[config.mk]
export PLATFORM = sky130hd
export DESIGN_NAME = gc_ctrl_array
export DESIGN_NICKNAME = d
export VERILOG_FILES = /design/src/rtl/gc_ctrl_array.sv
export SDC_FILE = /design/constraint.sdc
export NUM_CORES = 1
export LEC_CHECK = 0
export ABC_AREA = 1
export CAP_MARGIN = 40
export CORE_MARGIN = 4
export CORE_UTILIZATION = 25
export DETAILED_ROUTE_END_ITERATION = 8
export SLEW_MARGIN = 10
export SYNTH_ARGS = -nofsm -noshare
export SYNTH_HDL_FRONTEND = slang
export SYNTH_SLANG_ARGS = --single-unit
[constraint.sdc]
create_clock -name clk -period 3.6 [get_ports clk]
set_input_delay 0.54 -clock clk [delete_from_list [all_inputs] [get_ports clk]]
set_output_delay 0.54 -clock clk [all_outputs]
set_load 0.05 [all_outputs]
[src/rtl/gc_ctrl_array.sv]
// gc_ctrl_array: N_CH independent Start/Sensor/Actuator controllers.
// Each channel synchronises and debounces its active-low start and
// active-high sensor. It sets the actuator on start-low with sensor-low and
// clears it when the sensor rises. A channel left ON too long is tripped
// into a sticky fault.
module gc_ctrl_array #(
    parameter int N_CH        = 4,
    parameter int SYNC_STAGES = 2,
    parameter int DEBOUNCE    = 8,
    parameter int TIMEOUT_W   = 16
) (
    input  logic                 clk,
    input  logic                 rst,
    input  logic [N_CH-1:0]      start_n,
    input  logic [N_CH-1:0]      sensor,
    input  logic [TIMEOUT_W-1:0] timeout_lim,
    input  logic [N_CH-1:0]      fault_clr,
    output logic [N_CH-1:0]      actuator,
    output logic [N_CH-1:0]      fault,
    output logic                 busy
);

    // Start bits occupy [N_CH-1:0] and sensor bits occupy [2*N_CH-1:N_CH] of
    // the input path, so a single filter can serve both inputs.
    localparam int NB    = 2 * N_CH;
    localparam int CNT_W = $clog2(DEBOUNCE + 1);
    localparam logic [CNT_W-1:0] CNT_LAST = CNT_W'(DEBOUNCE - 1);

    typedef enum logic [1:0] {ST_OFF, ST_ON, ST_FAULT} state_t;

    logic [NB-1:0]        sync_q [SYNC_STAGES];
    logic [NB-1:0]        raw_s;
    logic [NB-1:0]        filt;
    logic [CNT_W-1:0]     cnt [NB];
    state_t               state [N_CH];
    logic [TIMEOUT_W-1:0] timer [N_CH];
    logic [N_CH-1:0]      st_f;
    logic [N_CH-1:0]      se_f;
    logic [N_CH-1:0]      set_cond;
    logic [N_CH-1:0]      tmo_hit;
    logic [N_CH-1:0]      next_act;

    // Synchroniser chain; idles high so that reset looks like "no start, sensor high".
    always_ff @(posedge clk) begin
        if (rst) begin
            for (int i = 0; i < SYNC_STAGES; i++) sync_q[i] <= '1;
        end else begin
            sync_q[0] <= {sensor, start_n};
            for (int i = 1; i < SYNC_STAGES; i++) sync_q[i] <= sync_q[i-1];
        end
    end

    assign raw_s = sync_q[SYNC_STAGES-1];

    // Debounce: the filtered bit only follows raw_s after DEBOUNCE consecutive mismatching cycles.
    always_ff @(posedge clk) begin
        if (rst) begin
            filt <= '1;
            for (int b = 0; b < NB; b++) cnt[b] <= '0;
        end else begin
            for (int b = 0; b < NB; b++) begin
                if (raw_s[b] == filt[b]) begin
                    cnt[b] <= '0;
                end else if (cnt[b] == CNT_LAST) begin
                    filt[b] <= raw_s[b];
                    cnt[b]  <= '0;
                end else begin
                    cnt[b] <= cnt[b] + CNT_W'(1);
                end
            end
        end
    end

    assign st_f = filt[N_CH-1:0];
    assign se_f = filt[NB-1:N_CH];

    // Per-channel transition conditions; next_act lets busy line up with actuator.
    always_comb begin
        set_cond = '0;
        tmo_hit  = '0;
        next_act = '0;
        for (int ch = 0; ch < N_CH; ch++) begin
            set_cond[ch] = !st_f[ch] && !se_f[ch];
            tmo_hit[ch]  = (timeout_lim != '0) &&
                           (timer[ch] == timeout_lim - TIMEOUT_W'(1));
            next_act[ch] = ((state[ch] == ST_OFF) && set_cond[ch]) ||
                           ((state[ch] == ST_ON) && !se_f[ch] && !tmo_hit[ch]);
        end
    end

    // Channel FSMs with registered outputs. Sensor-high takes priority over the timeout.
    always_ff @(posedge clk) begin
        if (rst) begin
            for (int ch = 0; ch < N_CH; ch++) begin
                state[ch] <= ST_OFF;
                timer[ch] <= '0;
            end
            actuator <= '0;
            fault    <= '0;
            busy     <= 1'b0;
        end else begin
            busy <= |next_act;
            for (int ch = 0; ch < N_CH; ch++) begin
                case (state[ch])
                    ST_OFF: begin
                        if (set_cond[ch]) begin
                            state[ch]    <= ST_ON;
                            actuator[ch] <= 1'b1;
                            timer[ch]    <= '0;
                        end
                    end
                    ST_ON: begin
                        if (se_f[ch]) begin
                            state[ch]    <= ST_OFF;
                            actuator[ch] <= 1'b0;
                            timer[ch]    <= '0;
                        end else if (tmo_hit[ch]) begin
                            state[ch]    <= ST_FAULT;
                            actuator[ch] <= 1'b0;
                            fault[ch]    <= 1'b1;
                            timer[ch]    <= '0;
                        end else if (timer[ch] != '1) begin
                            timer[ch] <= timer[ch] + TIMEOUT_W'(1);
                        end
                    end
                    ST_FAULT: begin
                        actuator[ch] <= 1'b0;
                        if (fault_clr[ch]) begin
                            state[ch] <= ST_OFF;
                            fault[ch] <= 1'b0;
                        end
                    end
                    default: begin
                        state[ch]    <= ST_OFF;
                        actuator[ch] <= 1'b0;
                        fault[ch]    <= 1'b0;
                        timer[ch]    <= '0;
                    end
                endcase
            end
        end
    end

endmodule

# ---- Yosys cells after proc, flatten, opt, wreduce, memory -nomap -nowiden
# Memory sizes are Yosys's and may differ from the RTL's.
# Cells that the tools add are included.
dict set report totals {
  register_bits 17
  ram_bits 120
  in_bits 30
  out_inout_bits 9
  word_cells 519
  n_memories 4
}
# memory words word_bits read_ports rd_clocked_by_memory_dff wr line_no
set memory_table {}
lappend memory_table {timer 4 16 4 0 4 36} ;# logic [TIMEOUT_W-1:0] timer [N_CH];
lappend memory_table {cnt 8 4 8 0 8 34} ;# logic [CNT_W-1:0] cnt [NB];
lappend memory_table {sync_q 2 8 2 0 2 31} ;# logic [NB-1:0] sync_q [SYNC_STAGES];
lappend memory_table {state 4 2 4 0 4 35} ;# state_t state [N_CH];
dict set report op_classes {
  n_addsub 13
  eq_ne 52
  mux 293
  n_bitwise 78
  reduce_logical 62
}
# cell count
set ops {}
lappend ops {{$mux W16} 20}
lappend ops {{$mux W1} 219}
lappend ops {{$mux W4} 24}
lappend ops {{$or A1 B1 Y1} 66}
lappend ops {{$add A16 B1 Y16 const B} 4}
lappend ops {{$eq A16 B16 Y1} 4}
lappend ops {{$ne A16 B16 Y1 const B} 4}
lappend ops {{$mux W2} 20}
lappend ops {{$add A4 B1 Y4 const B} 8}
lappend ops {{$eq A4 B3 Y1 const B} 8}
lappend ops {{$ne A2 B2 Y1 const B} 16}
lappend ops {{$reduce_and A2 Y1} 12}
lappend ops {{$logic_and A1 B1 Y1} 20}
lappend ops {{$mux W8} 2}
lappend ops {{$reduce_and A4 Y1} 4}
lappend ops {{$reduce_bool A16 Y1} 1}
lappend ops {{$sub A16 B1 Y16 const B} 1}
lappend ops {{$logic_not A1 Y1} 12}
lappend ops {{$ne A3 B3 Y1 const B} 4}
lappend ops {{$not A1 Y1} 12}
lappend ops {{$pmux W1 S3} 4}
lappend ops {{$reduce_or A3 Y1} 4}
lappend ops {{$eq A1 B1 Y1} 8}
lappend ops {{$eq A2 B1 Y1 const B} 4}
lappend ops {{other kinds (5)} 17}

# ---- Longest topological paths before layout
dict set report logic_depth {
  depth_word 11
  depth_mapped 19
  ltp_nobuf 17
}

# ---- Least setup slack after synthesis
# Ideal clock, no wire load.
dict set report synth_path {
  path_type {input -> register}
  from {input port timeout_lim[0]}
  to {memory timer[1][0] (enable)}
  setup_ns 0.453
  t_arrival_ns 2.574
  required_time_ns 3.147
  path_slack_ns 0.574
  path_stages 17
  path_buffers 2
  path_cell_list {buf_2 > inv_2 > ha_1 > nand2_2 > nor2_4 > buf_6 > nand3_1 > nand2_2 > nand2_1 > nand2_1 > nand2_1 > nor2_2 > nand3_2 > nand2_2 > inv_2 > nand2_1 > nand4_1}
}
# item line_no
set synth_lines {}
lappend synth_lines {{from (decl)} 16} ;# input logic [TIMEOUT_W-1:0] timeout_lim,
lappend synth_lines {{to (decl)} 36}

==> impl_metrics.prom <==
# TYPE chip_impl_metric gauge
chip_impl_metric{name="grt_pass1_wl",unit="microns"} 35400
chip_impl_metric{name="cts_hold_repair.buffers",unit=""} 0
chip_impl_info{name="setup.worst_path.start_class",value="input port"} 1
chip_impl_info{name="critical_path_class",value="input port to register"} 1
chip_impl_metric{name="vias_in_the_first_global_route",unit=""} 6906
chip_impl_metric{name="post-layout-total-power",unit="uW"} 4030
chip_impl_metric{name="final_layout_size_suffix_gt1_frac",unit=""} 0.0905
chip_impl_info{name="layout.cells.most_common_list",value="nand2_1, nor2_1, inv_1, edfxtp_1, nand3_1"} 1
chip_impl_metric{name="synth_top_cell_area_share",unit=""} 0.367
chip_impl_metric{name="track_usage",unit=""} 0.121
chip_impl_metric{name="vdd_ir_drop_max",unit="mV"} 0.303
chip_impl_metric{name="tritoncts.num_buffers",unit=""} 17
chip_impl_metric{name="routed_wire_length_per_instance",unit="microns"} 13.0
chip_impl_metric{name="synth_cells",unit=""} 1113
chip_impl_metric{name="clkSlewWorstSetupHoldPaths",unit="ns"} 0.06
chip_impl_info{name="cts_tree",value="built"} 1
chip_impl_metric{name="pin_count",unit=""} 39
chip_impl_info{name="reg2reg_start",value="timer[2][0]$_SDFFCE_PP0P_"} 1
chip_impl_metric{name="synth.yosys.warnings",unit=""} 0
chip_impl_metric{name="drt-initial-drc-count",unit=""} 629
chip_impl_metric{name="nNetsFinal",unit=""} 1245
chip_impl_info{name="mostFrequentLayoutCell",value="nand2_1"} 1
chip_impl_metric{name="ant_nets",unit=""} 0
chip_impl_metric{name="place.port_buffers",unit=""} 38
chip_impl_metric{name="timing.setup.tns",unit="ns"} 0
chip_impl_info{name="post-synth-top-area-cell",value="edfxtp_1"} 1
chip_impl_metric{name="pwr_density_cell",unit="nW/um^2"} 395
chip_impl_metric{name="path_max_fanout",unit=""} 16
chip_impl_info{name="hold_path_origin",value="sync_q[0][1]$_SDFF_PP1_"} 1
chip_impl_info{name="run_status",value="complete, no violations"} 1
chip_impl_info{name="ys_dominant_reg_cell",value="edfxtp_1"} 1
chip_impl_metric{name="post_synth_num_cell_types",unit=""} 41
chip_impl_info{name="critical_path.endpoint_type",value="register"} 1
chip_impl_metric{name="drcViolationCount",unit=""} 0
chip_impl_metric{name="synth-seq-cells",unit=""} 137
chip_impl_metric{name="critical_path_required",unit="ns"} 3.74
chip_impl_metric{name="final.min_clock_period",unit="ns"} 3.06
chip_impl_metric{name="synth.yosys.seq_area_share",unit=""} 0.444
chip_impl_metric{name="globalRouteOverflowTotal",unit=""} 0
chip_impl_metric{name="die_y_extent",unit="microns"} 193
chip_impl_metric{name="final_min_period_over_clock_period",unit=""} 0.850
chip_impl_metric{name="post_cts_resize_count",unit=""} 0
chip_impl_metric{name="cts_sinks",unit=""} 137
chip_impl_info{name="holdPathEnd",value="sync_q[0][9]$_SDFF_PP1_"} 1
chip_impl_metric{name="post_drt_via_cell_ratio",unit=""} 4.42
chip_impl_metric{name="die_w",unit="microns"} 193
chip_impl_metric{name="reg2regPathDepth",unit=""} 9
chip_impl_metric{name="postSynthAreaPerCell",unit="sq um"} 7.65
chip_impl_metric{name="finalWeightedCongestion",unit=""} 0.950
chip_impl_metric{name="core-area",unit="sq um"} 33500
chip_impl_info{name="ys_top_cells_by_area",value="edfxtp_1, nand2_1, dfxtp_1, nor2_1, inv_1"} 1
chip_impl_metric{name="hold_depth",unit=""} 1
chip_impl_metric{name="clock_network_latency_to_the_later_pin_of_the_worst_skew_pair",unit="ns"} 0.43
chip_impl_metric{name="area_delta_synth_final",unit="%"} 19.8
chip_impl_metric{name="asyncSetResetFlopFracSynth",unit=""} 0
chip_impl_info{name="setup_repair_after_global_routing_missed_its_margin",value="no"} 1
chip_impl_metric{name="timing.reg2reg.setup_slack",unit="ns"} 0.81
chip_impl_metric{name="headroom_to_the_max_slew_limit",unit=""} 0.598
chip_impl_metric{name="hold_ws",unit="ns"} 0.411
chip_impl_metric{name="placed_cell_count",unit=""} 1631
chip_impl_metric{name="synth_edf_count",unit=""} 104
chip_impl_metric{name="final_cells",unit=""} 1663
chip_impl_info{name="crit-reg2reg-capture",value="timer[2][8]$_SDFFCE_PP0P_"} 1
chip_impl_metric{name="drt_first_pass_iters",unit=""} 5
chip_impl_metric{name="cts.path.max_buffers",unit=""} 2
chip_impl_metric{name="hold_viol_final",unit=""} 0
chip_impl_metric{name="htree_num_levels",unit=""} 4
chip_impl_metric{name="static_leakage",unit="uW"} 0.00431
chip_impl_metric{name="synthesis.area",unit="sq um"} 8520
chip_impl_metric{name="rows",unit=""} 67
chip_impl_metric{name="finalSetupViolations",unit=""} 0
chip_impl_metric{name="detailroute.via_count",unit=""} 7354
chip_impl_info{name="clock_root_buffer",value="clkbuf_16"} 1
chip_impl_metric{name="number_of_post_cts_setup_repair_buffers",unit=""} 0
chip_impl_metric{name="drt_wl_total",unit="microns"} 21700
chip_impl_metric{name="diodes",unit=""} 0
chip_impl_metric{name="initial_utilization",unit=""} 0.254
chip_impl_metric{name="grt_antenna_before_repair",unit=""} 0
chip_impl_metric{name="drv_slew",unit=""} 0
chip_impl_metric{name="die_area",unit="sq um"} 37100
chip_impl_metric{name="drv.max_cap_violation_count",unit=""} 0
chip_impl_info{name="min-delay-path-class",value="register to register"} 1
chip_impl_metric{name="grt_max_degree",unit=""} 21
chip_impl_metric{name="worstMarginPinSlew",unit="ns"} 0.600
chip_impl_metric{name="clock-skew-final",unit="ns"} 0.0111
chip_impl_metric{name="arrival",unit="ns"} 3.20
chip_impl_metric{name="max_freq",unit="MHz"} 327
chip_impl_metric{name="detailed_place_hpwl",unit="microns"} 16900
cell type report:
class                           count  area (sq um)
Clock inverter                     15           153
Clock buffer                       17           425
Timing Repair Buffer               51           528
Fill cell                        3621         23300
Tap cell                          448           561
Multi-Input combinational cell    852          4220
Sequential cell                   137          3780
Inverter                          143           537
metrics by stage:
step / utilization / cell area (sq um) / worst slack, ns
3_5_place_dp: 0.287 / 9630 / 0.128
5_1_grt: 0.304 / 10200 / 0.312
4_1_cts: 0.304 / 10200 / 0.572
3_3_place_gp: 0.287 / 9630 / 0.0892
2_1_floorplan: - / 8630 / 0.574
6_report: 0.304 / 10200 / 0.540
routing by layer:
layer  part of all wire  routed length (microns)  GRT usage  vias to the layer above
li1                   -                        -          -                     3765
met1               0.46                     9870      0.160                     3342
met2               0.46                     9960      0.198                      207
met3              0.050                     1090     0.0168                       40
met4              0.035                      751     0.0538                        0
met5                  0                        0          0                        -
cells by family (layout without fill, tap and decap cells):
family | count (synthesis) | after routing | synth area share
xor gates and xnor gates | 55 | 55 | 0.0566
and+or+nand+nor | 684 | 684 | 0.363
DFF | 137 | 137 | 0.444
other | 1 | 32 | 0.000440
buffers and inverters | 155 | 226 | 0.0739
AOI/OAI and AO/OA | 68 | 68 | 0.0426
adders and majority gates | 13 | 13 | 0.0191
registers in the layout, summed over array words and instances, names as in the netlist:
name      cells
state         8
actuator      4
cnt          32
filt          8
sync_q       16
fault         4
timer        64
busy          1
power by group:
group	switching [uW]	internal [uW]	total, uW
clock network	749	976	1730
logic	277	162	440
registers	84.7	1780	1870
critical path: stages:
cell,delay [ns]
clkdlybuf4s50_1,0.52
nor2_2,0.22
nand2_4,0.13
nor2_2,0.27
nand2_1,0.09
nand2_1,0.29
nand2_1,0.12
a21oi_1,0.18
nand3_1,0.08
nor2_1,0.13
nand4_1,0.21
nand4_1,0.23
buf_12,0.17
cells in the mapped netlist (2+ instances only):
cell type,instances
xnor2_1,2
inv_2,2
nand3_4,4
o211ai_1,3
nand3b_1,2
edfxtp_1,104
nor4_1,3
inv_1,140
xor2_1,53
nor3b_1,10
ha_1,13
a31oi_1,2
nand2_1,296
dfxtp_1,33
a21oi_1,36
nand4_1,17
clkbuf_1,6
buf_6,4
nor2_1,166
nor2_4,3
nor3_1,27
nor2_2,16
nand2_2,10
or2_2,21
nand3_1,98
o21ai_0,23
nand3_2,5
how the worst max path moves through the flow:
stage	from	to	slack, ns	depth (start not counted)
finish	timeout_lim[2]	timer[1][4]$_SDFFCE_PP0P_	0.54	13
global route	timeout_lim[0]	timer[0][5]$_SDFFCE_PP0P_	0.31	16
CTS	timeout_lim[7]	timer[0][7]$_SDFFCE_PP0P_	0.57	15
detailed placement	timeout_lim[7]	timer[0][0]$_SDFFCE_PP0P_	0.13	15
global placement	timeout_lim[7]	timer[0][2]$_SDFFCE_PP0P_	0.09	15
floorplan	timeout_lim[0]	timer[1][0]$_SDFFCE_PP0P_	0.57	17
No activity file was read; power rests on OpenSTA's default activity.
